## config.mk

```make
export PLATFORM = sky130hd
export DESIGN_NAME = scancode_decoder
export DESIGN_NICKNAME = d
export VERILOG_FILES = /design/src/rtl/scancode_decoder.sv
export SDC_FILE = /design/constraint.sdc
export NUM_CORES = 1
export LEC_CHECK = 0
export ABC_AREA = 0
export CAP_MARGIN = 30
export CORE_ASPECT_RATIO = 1.5
export CORE_MARGIN = 5
export CORE_UTILIZATION = 45
export DETAILED_ROUTE_END_ITERATION = 7
export PLACE_DENSITY = 0.72
export SYNTH_ARGS = -nofsm -noshare
export SYNTH_HDL_FRONTEND = slang
export SYNTH_SLANG_ARGS = --single-unit
```

## constraint.sdc

```tcl
create_clock -name clk -period 3.4 [get_ports clk]
set_input_delay 0.68 -clock clk [delete_from_list [all_inputs] [get_ports clk]]
set_output_delay 0.68 -clock clk [all_outputs]
set_load 0.02 [all_outputs]
```

## src/rtl/scancode_decoder.sv

```systemverilog
// PS/2 Set-2 scan code to ASCII decoder for a level-held byte input without a strobe.
// Optional caps-lock support is enabled by defining CAPS_LOCK_EN.
module scancode_decoder (
  input  logic       clk,
  input  logic       rst_n,
  input  logic [7:0] scan_code,
  output logic [7:0] ascii_code
);

  localparam logic [7:0] SC_BREAK  = 8'hF0;
  localparam logic [7:0] SC_EXT    = 8'hE0;
  localparam logic [7:0] SC_LSHIFT = 8'h12;
  localparam logic [7:0] SC_RSHIFT = 8'h59;
`ifdef CAPS_LOCK_EN
  localparam logic [7:0] SC_CAPS   = 8'h58;
`endif

  logic [7:0] scan_q, scan_d;
  logic [7:0] ascii_q, ascii_d;
  logic       brk_q, brk_d;
  logic       ext_q, ext_d;
  logic       lshift_q, lshift_d;
  logic       rshift_q, rshift_d;
`ifdef CAPS_LOCK_EN
  logic       caps_q, caps_d;
`endif
  logic       detect;
  logic       shift;
  logic       upper;

  function automatic logic [7:0] map_key(input logic [7:0] code,
                                         input logic       up,
                                         input logic       sh);
    logic [7:0] letter;
    logic [7:0] res;
    letter = 8'h00;
    res    = 8'h00;
    case (code)
      8'h1C: letter = 8'h61;  8'h32: letter = 8'h62;  8'h21: letter = 8'h63;
      8'h23: letter = 8'h64;  8'h24: letter = 8'h65;  8'h2B: letter = 8'h66;
      8'h34: letter = 8'h67;  8'h33: letter = 8'h68;  8'h43: letter = 8'h69;
      8'h3B: letter = 8'h6A;  8'h42: letter = 8'h6B;  8'h4B: letter = 8'h6C;
      8'h3A: letter = 8'h6D;  8'h31: letter = 8'h6E;  8'h44: letter = 8'h6F;
      8'h4D: letter = 8'h70;  8'h15: letter = 8'h71;  8'h2D: letter = 8'h72;
      8'h1B: letter = 8'h73;  8'h2C: letter = 8'h74;  8'h3C: letter = 8'h75;
      8'h2A: letter = 8'h76;  8'h1D: letter = 8'h77;  8'h22: letter = 8'h78;
      8'h35: letter = 8'h79;  8'h1A: letter = 8'h7A;
      default: letter = 8'h00;
    endcase
    // Letters follow the case flag; digits and punctuation follow shift only.
    case (code)
      8'h45: res = sh ? 8'h29 : 8'h30;
      8'h16: res = sh ? 8'h21 : 8'h31;
      8'h1E: res = sh ? 8'h40 : 8'h32;
      8'h26: res = sh ? 8'h23 : 8'h33;
      8'h25: res = sh ? 8'h24 : 8'h34;
      8'h2E: res = sh ? 8'h25 : 8'h35;
      8'h36: res = sh ? 8'h5E : 8'h36;
      8'h3D: res = sh ? 8'h26 : 8'h37;
      8'h3E: res = sh ? 8'h2A : 8'h38;
      8'h46: res = sh ? 8'h28 : 8'h39;
      8'h4E: res = sh ? 8'h5F : 8'h2D;
      8'h55: res = sh ? 8'h2B : 8'h3D;
      8'h54: res = sh ? 8'h7B : 8'h5B;
      8'h5B: res = sh ? 8'h7D : 8'h5D;
      8'h5D: res = sh ? 8'h7C : 8'h5C;
      8'h4C: res = sh ? 8'h3A : 8'h3B;
      8'h52: res = sh ? 8'h22 : 8'h27;
      8'h41: res = sh ? 8'h3C : 8'h2C;
      8'h49: res = sh ? 8'h3E : 8'h2E;
      8'h4A: res = sh ? 8'h3F : 8'h2F;
      8'h0E: res = sh ? 8'h7E : 8'h60;
      8'h29: res = 8'h20;
      8'h5A: res = 8'h0D;
      8'h66: res = 8'h08;
      8'h76: res = 8'h1B;
      8'h0D: res = 8'h09;
      default: res = 8'h00;
    endcase
    if (letter != 8'h00) begin
      res = up ? (letter - 8'h20) : letter;
    end
    return res;
  endfunction

  assign detect = (scan_code != scan_q) && (scan_code != 8'h00);
  assign shift  = lshift_q | rshift_q;
`ifdef CAPS_LOCK_EN
  assign upper  = shift ^ caps_q;
`else
  assign upper  = shift;
`endif

  always_comb begin
    scan_d   = scan_q;
    ascii_d  = ascii_q;
    brk_d    = brk_q;
    ext_d    = ext_q;
    lshift_d = lshift_q;
    rshift_d = rshift_q;
`ifdef CAPS_LOCK_EN
    caps_d   = caps_q;
`endif
    if (detect) begin
      scan_d = scan_code;
      if (scan_code == SC_BREAK) begin
        brk_d = 1'b1;
      end else if (scan_code == SC_EXT) begin
        ext_d = 1'b1;
      end else begin
        brk_d = 1'b0;
        ext_d = 1'b0;
        if (scan_code == SC_LSHIFT) begin
          lshift_d = ~brk_q;
        end else if (scan_code == SC_RSHIFT) begin
          rshift_d = ~brk_q;
`ifdef CAPS_LOCK_EN
        end else if (scan_code == SC_CAPS) begin
          if (!brk_q) caps_d = ~caps_q;
`endif
        end else if (brk_q) begin
          ascii_d = 8'h00;
        end else if (ext_q) begin
          // Only keypad Enter and keypad slash produce output from the E0 page.
          if (scan_code == 8'h5A)      ascii_d = 8'h0D;
          else if (scan_code == 8'h4A) ascii_d = 8'h2F;
          else                         ascii_d = 8'h00;
        end else begin
          ascii_d = map_key(scan_code, upper, shift);
        end
      end
    end
  end

  always_ff @(posedge clk or negedge rst_n) begin
    if (!rst_n) begin
      scan_q   <= 8'h00;
      ascii_q  <= 8'h00;
      brk_q    <= 1'b0;
      ext_q    <= 1'b0;
      lshift_q <= 1'b0;
      rshift_q <= 1'b0;
`ifdef CAPS_LOCK_EN
      caps_q   <= 1'b0;
`endif
    end else begin
      scan_q   <= scan_d;
      ascii_q  <= ascii_d;
      brk_q    <= brk_d;
      ext_q    <= ext_d;
      lshift_q <= lshift_d;
      rshift_q <= rshift_d;
`ifdef CAPS_LOCK_EN
      caps_q   <= caps_d;
`endif
    end
  end

  assign ascii_code = ascii_q;

endmodule

```

[Word level (Yosys, flattened, before mapping)]
Memories as Yosys holds them, arrays and structs flattened.
Index checks and enable logic that the tools add are counted.
Word-level totals
  bits of input ports: 10
  word-level logic and storage cells: 93
  output and inout bits: 8
  memories: 1
  memory bits (read-only): 896
  bits in registers: 20
Cells by class
  equal/unequal tests: 32
  add/subtract/negate cells: 1
  multiplexer cells: 39
  bitwise operators: 6
  reduce and logical (&&, ||, !) cells: 8
Memory list
  (name not given): words 128, bits a word 7, read ports 1, clocked after memory_dff 0, wr ports 0, line 38  | case (code)
Operator list (count)
  case mux 7 bit (26 select lines): 1
  == test 8 x 7 -> 1 bit (second input constant): 16
  two-way mux 8 bit: 12
  two-way mux 5 bit: 13
  == test 8 x 6 -> 1 bit (second input constant): 7
  two-way mux 6 bit: 5
  == test 8 x 5 -> 1 bit (second input constant): 3
  two-way mux 7 bit: 3
  == test 8 x 4 -> 1 bit (second input constant): 2
  == test 8 bit (second input constant): 2
  nonzero test 8 bit: 2
  AND reduction 5 bit: 2
  inequality test 8 bit: 1
  subtractor 8 x 6 -> 8 bit (second input constant): 1
  inverter 1 bit: 5
  two-way mux 1 bit: 4
  AND reduction 2 bit: 2
  AND reduction 4 bit: 1
  two-way mux 3 bit: 1
  inequality test 2 bit (second input constant): 1
  logical AND 1 bit: 1
  bitwise OR 1 bit: 1

[Depth between registers and ports, before layout]
Gate-level depths: netlist of the first run.
An unclocked memory read counts as a cell.
  word-level depth: 14
  gate-level depth with buffers: 11
  gate-level depth less buffers: 9

[Worst setup path before layout of the first run]
Ideal clock, no wire load.
  path type: input -> register
  start: input scan_code[1]
  end: register ascii_q[6], in the netlist ascii_code[6]
  arrival time: 2.898 ns
  setup time: 0.122 ns
  path slack: 0.381 ns
  required time: 3.278 ns
  cell stages on the path: 11
  buffers on the path: 2
  cell sequence: clkbuf_2 -> inv_1 -> ha_1 -> clkbuf_1 -> mux2_4 -> o21ai_0 -> o211ai_1 -> a311oi_2 -> nand4_2 -> a211o_1 -> a32o_1
On the way
  word-level cells in the longest chain between the ends: 14
  elaborated cells on any way between the ends: 54
  classes of those cells: add/sub: 1; eq/ne: 31; mux: 13; bitwise: 4; reduce/logical: 4; memory: 1
RTL lines
  from (decl): line 6  | input logic [7:0] scan_code,
  memory read (128 x 7 bit)
  two-way mux 8 bit: line 38
  two-way mux 8 bit: line 123  | end else if (ext_q) begin
  two-way mux 8 bit: line 121  | end else if (brk_q) begin
  two-way mux 8 bit: line 115  | end else if (scan_code == SC_RSHIFT) begin
  two-way mux 8 bit: line 113  | if (scan_code == SC_LSHIFT) begin
  two-way mux 8 bit: line 108  | end else if (scan_code == SC_EXT) begin
  two-way mux 8 bit: line 106  | if (scan_code == SC_BREAK) begin
  two-way mux 8 bit: line 104  | if (detect) begin
  subtractor 8 x 6 -> 8 bit: line 81  | res = up ? (letter - 8'h20) : letter;
  two-way mux 8 bit: line 81
  two-way mux 8 bit: line 80  | if (letter != 8'h00) begin
  two-way mux 8 bit: line 123
  two-way mux 8 bit: line 121
  to (signal assigned): line 148  | ascii_q <= ascii_d;
  to (decl): line 19  | logic [7:0] ascii_q, ascii_d;
Parallel ways exist; a longest one is shown, timed or not. The select of a mux whose other input is x is not followed.
A chain may end at the register's enable or synchronous reset.

[Worst setup path after layout of the first run]
  start: input scan_code[4]
  end: register ascii_q[3], in the netlist ascii_code[3]
Same word-level chain as after synthesis.

==> run summary, run 1 <==
In this run the most critical hold path is launched from scan_q[1]. The clock share of power came out at 29.3%. Required time of the critical path: 3.55 ns.

The share of total power in sequential cells was 33.1%; the cell depth of the worst hold path was 2. Effective utilization at floorplan: 46.1%. By instance count, the cell type seen most on the critical path is sky130_fd_sc_hd__buf_4. The clock net in this run drives a total of 20 sinks.

The number of port buffers was 17. The number of nets in the synthesized netlist is 327. The worst hold path belongs to the class flop to flop.

The final worst-path cycle share came out at 95.7%. Power spread over the standard cell area amounts to 282 nW/µm². The root buffer cell is sky130_fd_sc_hd__clkbuf_8. Sequential elements use 21.2% of the synthesized area.

The total internal power came out at 0.551 mW. The top cell types in the final layout, fill and taps aside, are sky130_fd_sc_hd__buf_4, sky130_fd_sc_hd__nor2_1, sky130_fd_sc_hd__o21ai_0. The worst register-to-register path begins at rshift_q.

For the quantity of hold-fixing buffers added after cts, the log shows 0. For this run, design rule violations remaining after detail routing come to 0. The tools report the instance count of the mapped netlist as 308.

The worst setup path is launched from a primary input. Summed over all layers, the global routing overflow is 0. The logs give 0.820 mW for the sum of internal, switching and leakage power and 0.307 GHz for the maximum clock frequency.

The number of antenna violations at the first check in global routing was 0; the setup skew after layout was 0.00133 ns. In this run the post-CTS setup repair buffer count came out at 0. Net switching is 32.8% of the power.

The first global-routing pass estimated 13200 µm of wire. The library cell used most frequently in the layout, excluding fill and tap cells, is sky130_fd_sc_hd__buf_4. At the pin with the least slew margin, the transition time is 0.867 ns. The register bit total from synthesis came out at 20. Clock slew seen by the registers of the worst setup and hold paths: 0.08 ns.

The netlist uses 68 different library cells. The final HPWL from detailed placement is 6390 µm. The reported leakage power was 1.19 nW; the I/O pin count was 18.

The worst setup path is captured at a flop. The die is 69.2 µm wide. The tools report the area enclosed by the die boundary as 6830 µm². Data arrives at the worst endpoint at 3.40 ns. Worst relative slew slack: 40.7%. Counting flops with a built-in enable in the synthesized netlist gives 0. After synthesis, the share of flip-flops with an asynchronous set or reset is 100%. The clock passes through at most 2 buffers. The path with the worst hold slack has its endpoint at scan_q[1]. The number of gates resized after CTS was 0. The worst setup path category is primary input to flop. The share of final-layout standard cells stronger than drive strength 1 is 18.6%.

The floorplan step set the die height to 98.8 µm. The diode insertion count for antenna repair is 0. The portion of synthesized cell area occupied by the leading cell type was 21.2%; the number of detailed-routing iterations run before antenna repair was 5.

By area the synthesized netlist is led by sky130_fd_sc_hd__dfrtp_1, sky130_fd_sc_hd__o21ai_0, sky130_fd_sc_hd__ha_1. The reg2reg setup slack came out at 0.59 ns. The area added between synthesis and finish works out to 23.1%.

Setup repair after global routing left no endpoint under its margin. Dividing the detail-routed wire length by the instance count gives 19.9 µm. For this run, the number of Yosys warnings is 0. The number of hold violations in the final report was 0.

The critical path goes through clkdlybuf4s50_1, buf_4, or4b_1, buf_4, a21oi_1, a2111oi_0, buf_4, nand3_1, a221o_1. The largest net degree at the start of global routing was 38; the shortest period the worst path allows was 3.25 ns. In the global route stage, overall resource usage came out at 23.6%. In this run, the number of DRC markers left after iteration 0 of detailed routing was 234.

The final route contains 2611 vias. The via-per-instance ratio was 6.34. In this run the worst path has a maximum fanout of 15. The routed design has 8210 µm of wire. For the number of H-tree branching levels, the log shows 1. A synthesized cell averages 7.67 µm². The non-filler instance count after layout is 412. IR analysis of the VDD net gives a maximum drop of 143 µV. The number of nets in the finished design was 364. Largest stage delay on the critical path: 0.76 ns. Combinational logic is responsible for 37.6% of the overall power. The setup TNS after final layout came out at 0 ns. The largest area contributor in the netlist was sky130_fd_sc_hd__dfrtp_1. The floorplan has 32 rows. In this run the remaining antenna-violating nets after routing total 0.

The analysis attributes to net switching a power of 0.269 mW. The number of clock buffers added by TritonCTS is 3. For the routability congestion estimate, the log shows 1.01. The logs give 5120 µm² for the area inside the core boundary and 2360 µm² for the cell area after synthesis. The clock latency at the later pin of the worst-skew pair is 0.26 ns, and the worst-case reg-to-reg path depth is 9. The slowest stage of the critical path belongs to the cell sky130_fd_sc_hd__a2111oi_0.

The number of global-route vias before repair is 2511, and the final count of negative-setup-slack endpoints is 0. In this run the critical register-to-register path is captured at ascii_code[3]. The run finished with clean final reports. The commonest register cell after synthesis is sky130_fd_sc_hd__dfrtp_1. TritonCTS built the clock tree.

Count of maximum capacitance violations: 0. Final max-slew violation count: 0. Including well taps, the total number of placed cells is 407.
==> Yosys cell counts, drive strengths merged (3+ instances only) <==
library cell	n
nor2	27
o21ai	26
nand2	21
dfrtp	20
a21oi	16
buf	16
clkbuf	13
nand3	13
nor2b	11
ha	9
nand2b	9
nor3	9
inv	8
xnor2	8
a31oi	7
a311oi	5
nand3b	5
nand4	5
a211oi	4
a32o	4
mux2	4
nor4	4
o31ai	4
or2	4
a2111oi	3
a21o	3
nor3b	3
o211ai	3
o21a	3
==> per-layer routing <==
layer  vias up  routed length (µm)  track usage (%)
li1       1221                   -                -
met5         -                   0                0
met2       121                4210             42.4
met1      1241                3190             28.4
met3        28                 452             2.45
met4         0                 361             9.62
==> final cells by class <==
type                    count  area (µm²)
clock buffers               3        41.3
clock inverters             1        30.0
fillers                   532        2210
inverters                   8        30.0
multi-input cells         251        1680
flip-flops and latches     20         500
well taps                  68        85.1
repair buffers             61         543
==> critical path: cells and delay by family <==
| kind | cells | cell delay (ns) |
|---|---|---|
| buffers and inverters | 4 | 1.28 |
| AO/OA/AOI/OAI | 3 | 1.14 |
| AND/OR/NAND/NOR | 2 | 0.30 |
==> power groups by stage <==
stage	logic, mW	registers [mW]	clock network [mW]
after floorplan	0.171	0.288	0
after global placement	0.299	0.275	0
after detailed placement	0.301	0.277	0
after CTS	0.302	0.272	0.245
after global routing	0.330	0.274	0.251
final	0.308	0.271	0.240
==> per-stage QoR <==
stage / instance area, µm² / setup slack (ns) / hold WS, ns / utilization, %
2_1_floorplan: 2360 / 0.381 / 0.384 / -
3_3_place_gp: 2810 / -0.0814 / 0.479 / 54.9
3_5_place_dp: 2810 / -0.0366 / 0.492 / 54.9
4_1_cts: 2890 / 0.227 / 0.510 / 56.3
5_1_grt: 2910 / 0.0224 / 0.520 / 56.8
6_report: 2910 / 0.147 / 0.506 / 56.8
==> how the worst max path moves through the flow <==
stage / from / end / slack, ns / cells after the start
5_1_grt: scan_code[0] / ascii_code[6] / 0.02 / 10
3_3_place_gp: scan_code[4] / ascii_code[3] / -0.08 / 9
3_5_place_dp: scan_code[0] / ascii_code[6] / -0.04 / 10
2_1_floorplan: scan_code[1] / ascii_code[6] / 0.38 / 11
6_report: scan_code[4] / ascii_code[3] / 0.15 / 9
4_1_cts: scan_code[0] / ascii_code[6] / 0.23 / 10
==> logic make-up after synthesis <==
group           after synthesis  share of synthesized area, %
flops                        20                          21.2
mux                           6                          3.07
fa+ha+maj                     9                          4.76
simple gates                130                          31.0
compound gates               98                          29.3
buf+inv                      37                          7.73
xor+xnor                      8                          2.96
==> flip-flops by register name, summed over array words and instances, names as in the netlist <==
name        cells
lshift_q        1
ascii_code      8
rshift_q        1
scan_q          8
brk_q           1
ext_q           1
Power figures use the tool's default switching activity.
==> run 2: changes to the inputs <==
- CORE_MARGIN: 5 -> default
- SKIP_LAST_GASP: default -> 1
- clock period: 3.4 -> 3.33 ns (I/O delays scaled with it)
==> run 2 against run 1 <==
  * Non-clock buffer count rose by 6
  * Clock skew rose by 0.00086 ns
  * First-iteration DRC count fell by 23%
  * Register-to-register slack improved by 0.37 ns
  * Sequential share of layout area fell by 0.23 points
  * Combinational power rose by 3%
  * Critical path type unchanged
  * Critical endpoint is now ascii_code[6]
==> run summary, run 2 (synthesis results as in run 1) <==
The run finished with clean final reports. For the reported leakage power, the log shows 1.22 nW (+3.1%). Final HPWL from detailed placement: 6250 µm (-2.1%).

Most common cell after layout, fill and taps aside: sky130_fd_sc_hd__buf_4. The transition at the pin with the smallest max-transition slack was 0.917 ns (+0.0494 ns); the total placed instance area was 2860 µm² (+1.6%). The tools report the count of routing violations after the opening detailed-route iteration as 180 (-23%). Setup TNS after final layout: 0 ns (unchanged).

The number of buffers created by CTS is 3 (unchanged), and the clock latency at the later pin of the worst-skew pair is 0.26 ns (about the same). The largest net degree at the start of global routing was 38 (unchanged); the cell row count was 32 (unchanged). The area inside the core boundary came out at 5080 µm² (-0.78%). For the number of detailed-routing iterations run before antenna repair, the log shows 4 (-1).

The tools report the setup skew after layout as 0.00220 ns (+0.000865 ns). The cell area power density is 284 nW/µm² (+0.82%), and the first-pass GRT wire length is 12800 µm (-2.8%). The combined flip-flop and latch cell area came out at 500 µm² (unchanged). The design area is 2950 µm² (+1.3%). The run gives 370 (+1.6%) as the number of nets in the finished design.

Final core utilization: 58.0% (+1.2 points). Setup repair after global routing left no endpoint under its margin. The worst-case reg-to-reg path depth works out to 9 (unchanged). In this run the critical register-to-register path is launched from rshift_q. The run gives 1690 µm² (+0.52%) as the area used by multi-input combinational logic.

Number of port buffers: 17 (unchanged). The number of hold violations in the final report came out at 0 (unchanged). The worst voltage drop across the vdd grid was 149 µV (+4.0%); the clock slew seen by the registers of the worst setup and hold paths was 0.08 ns (about the same). The number of vias after detailed routing came out at 2683 (+2.8%). The number of remaining DRC errors was 0 (unchanged).

The count of maximum capacitance violations came out at 0 (unchanged). The count of fill cells added during filler insertion was 508 (-4.5%). The critical path starts at scan_code[1]. Floorplan die width: 61.2 µm (-12%). The final count of negative-setup-slack endpoints is 0 (unchanged), and the maximum root-to-sink buffer count is 2 (unchanged). Static timing analysis puts the maximum clock frequency at 0.316 GHz. The via-per-instance ratio was 6.42 (+1.3%); the total global routing overflow was 0 (unchanged).

The worst hold-check slack was 0.494 ns (-0.0127 ns). The worst relative slew slack came out at 38.7% (-2.0 points). The tools report the startpoint type of the worst setup path as a primary input.

The number of H-tree branching levels is 1 (unchanged). The I/O pin count is 18 (unchanged), and the maximum fanout along the worst path is 11 (-4). The total track usage is 30.6% (+7.0 points), and the effective utilization at floorplan is 46.5% (+0.36 points). For the final max-slew violation count, the log shows 0 (unchanged). The number of global-route vias before repair is 2550 (+1.6%), and the diode insertion count for antenna repair is 0 (unchanged). The count of nets left with antenna violations after detail routing is 0 (unchanged), and the worst endpoint data arrival time is 3.31 ns (-0.09 ns).

Leaving out fill and tap cells, the most frequent cells in the layout are sky130_fd_sc_hd__buf_4, sky130_fd_sc_hd__nor2_1, sky130_fd_sc_hd__o21ai_0. Critical path endpoint category: a flop. The tightest min-delay check is of the flop to flop type.

For the total number of clock tree sinks, the log shows 20 (unchanged). The vertical die dimension is 90.8 µm (-8.1%). The smallest clock period supported by the final layout is computed as 3.16 ns. The area added between synthesis and finish was 24.8%; the share of final-layout standard cells stronger than drive strength 1 was 20.0% (+1.4 points). For the quantity of hold-fixing buffers added after cts, the log shows 0 (unchanged). The tools report the root buffer cell as sky130_fd_sc_hd__clkbuf_8. For the sum of internal, switching and leakage power, the log shows 0.837 mW (+2.2%). The worst setup path category is primary input to flop. The routability congestion estimate was 1.01 (-0.11%). The tools report the end of the worst register-to-register path as ascii_code[3]. The worst path uses 94.9% of the clock period. The critical path ends at ascii_code[6]. TritonCTS built the clock tree.

The run gives 0.96 ns (+0.37 ns) as the reg2reg setup slack. The run gives 5550 µm² (-19%) as the area enclosed by the die boundary. The wire length after detailed routing was 8010 µm (-2.4%); the required time of the critical path was 3.48 ns (-0.07 ns). The number of antenna violations at the first check in global routing is 0 (unchanged). The average routed wire per standard cell came out at 19.2 µm (-3.8%).
run 2: how the worst min path moves through the flow:
stage               slack (ns)       endpoint          start  depth (start not counted)
finish                    0.49  ascii_code[5]  ascii_code[5]                          1
global route              0.52  ascii_code[5]  ascii_code[5]                          1
CTS                       0.50  ascii_code[5]  ascii_code[5]                          1
detailed placement        0.48  ascii_code[5]  ascii_code[5]                          1
global placement          0.47  ascii_code[7]  ascii_code[7]                          1
floorplan                 0.37  ascii_code[0]          rst_n                          0
run 2: layer usage:
metal / global-route usage, % / wire, µm / vias to the layer above
met3: 4.87 / 493 / 53
met2: 49.5 / 3880 / 141
met1: 35.6 / 3010 / 1245
li1: - / - / 1244
met4: 19.3 / 634 / 0
met5: 0 / 0 / -
run 2: what timing repair did:
action	CTS	global route
resized for setup	0	3
setup buffers	0	1
setup endpoints to repair	0	4
run 2: final cells by class:
class	instances	share of cell area, %
Multi-Input combinational cell	251	57.3
Timing Repair Buffer	67	19.4
Sequential cell	20	17.0
Tap cell	68	2.89
Clock buffer	3	1.40
Clock inverter	1	1.02
Inverter	8	1.02
run 2: through the flow:
stage	std cells	worst slack, ns
detailed placement	413	-0.115
finish	418	0.170
global placement	413	-0.0206
CTS	417	0.161
floorplan	308	0.325
global route	418	0.0236
run 2: power breakdown:
part	switching, mW	leakage (nW)	internal, mW
combinational	0.176	0.934	0.141
sequential	0.0126	0.254	0.264
clock	0.0837	0.0357	0.160
run 2: worst max-delay path, stage by stage:
cell and delay (ns):
sky130_fd_sc_hd__clkdlybuf4s50_1 0.44, sky130_fd_sc_hd__buf_4 0.20, sky130_fd_sc_hd__ha_1 0.21, sky130_fd_sc_hd__mux2_4 0.28, sky130_fd_sc_hd__a2111oi_4 0.34, sky130_fd_sc_hd__a311oi_1 0.10, sky130_fd_sc_hd__a311oi_2 0.32, sky130_fd_sc_hd__nand4_2 0.23
sky130_fd_sc_hd__a211o_1 0.28, sky130_fd_sc_hd__a32o_1 0.25
==> run 3: changes to the inputs <==
- SKIP_CTS_REPAIR_TIMING: default -> 1
==> results of run 3 <==
Final layout, timing and power as in run 2 (identical DEF).
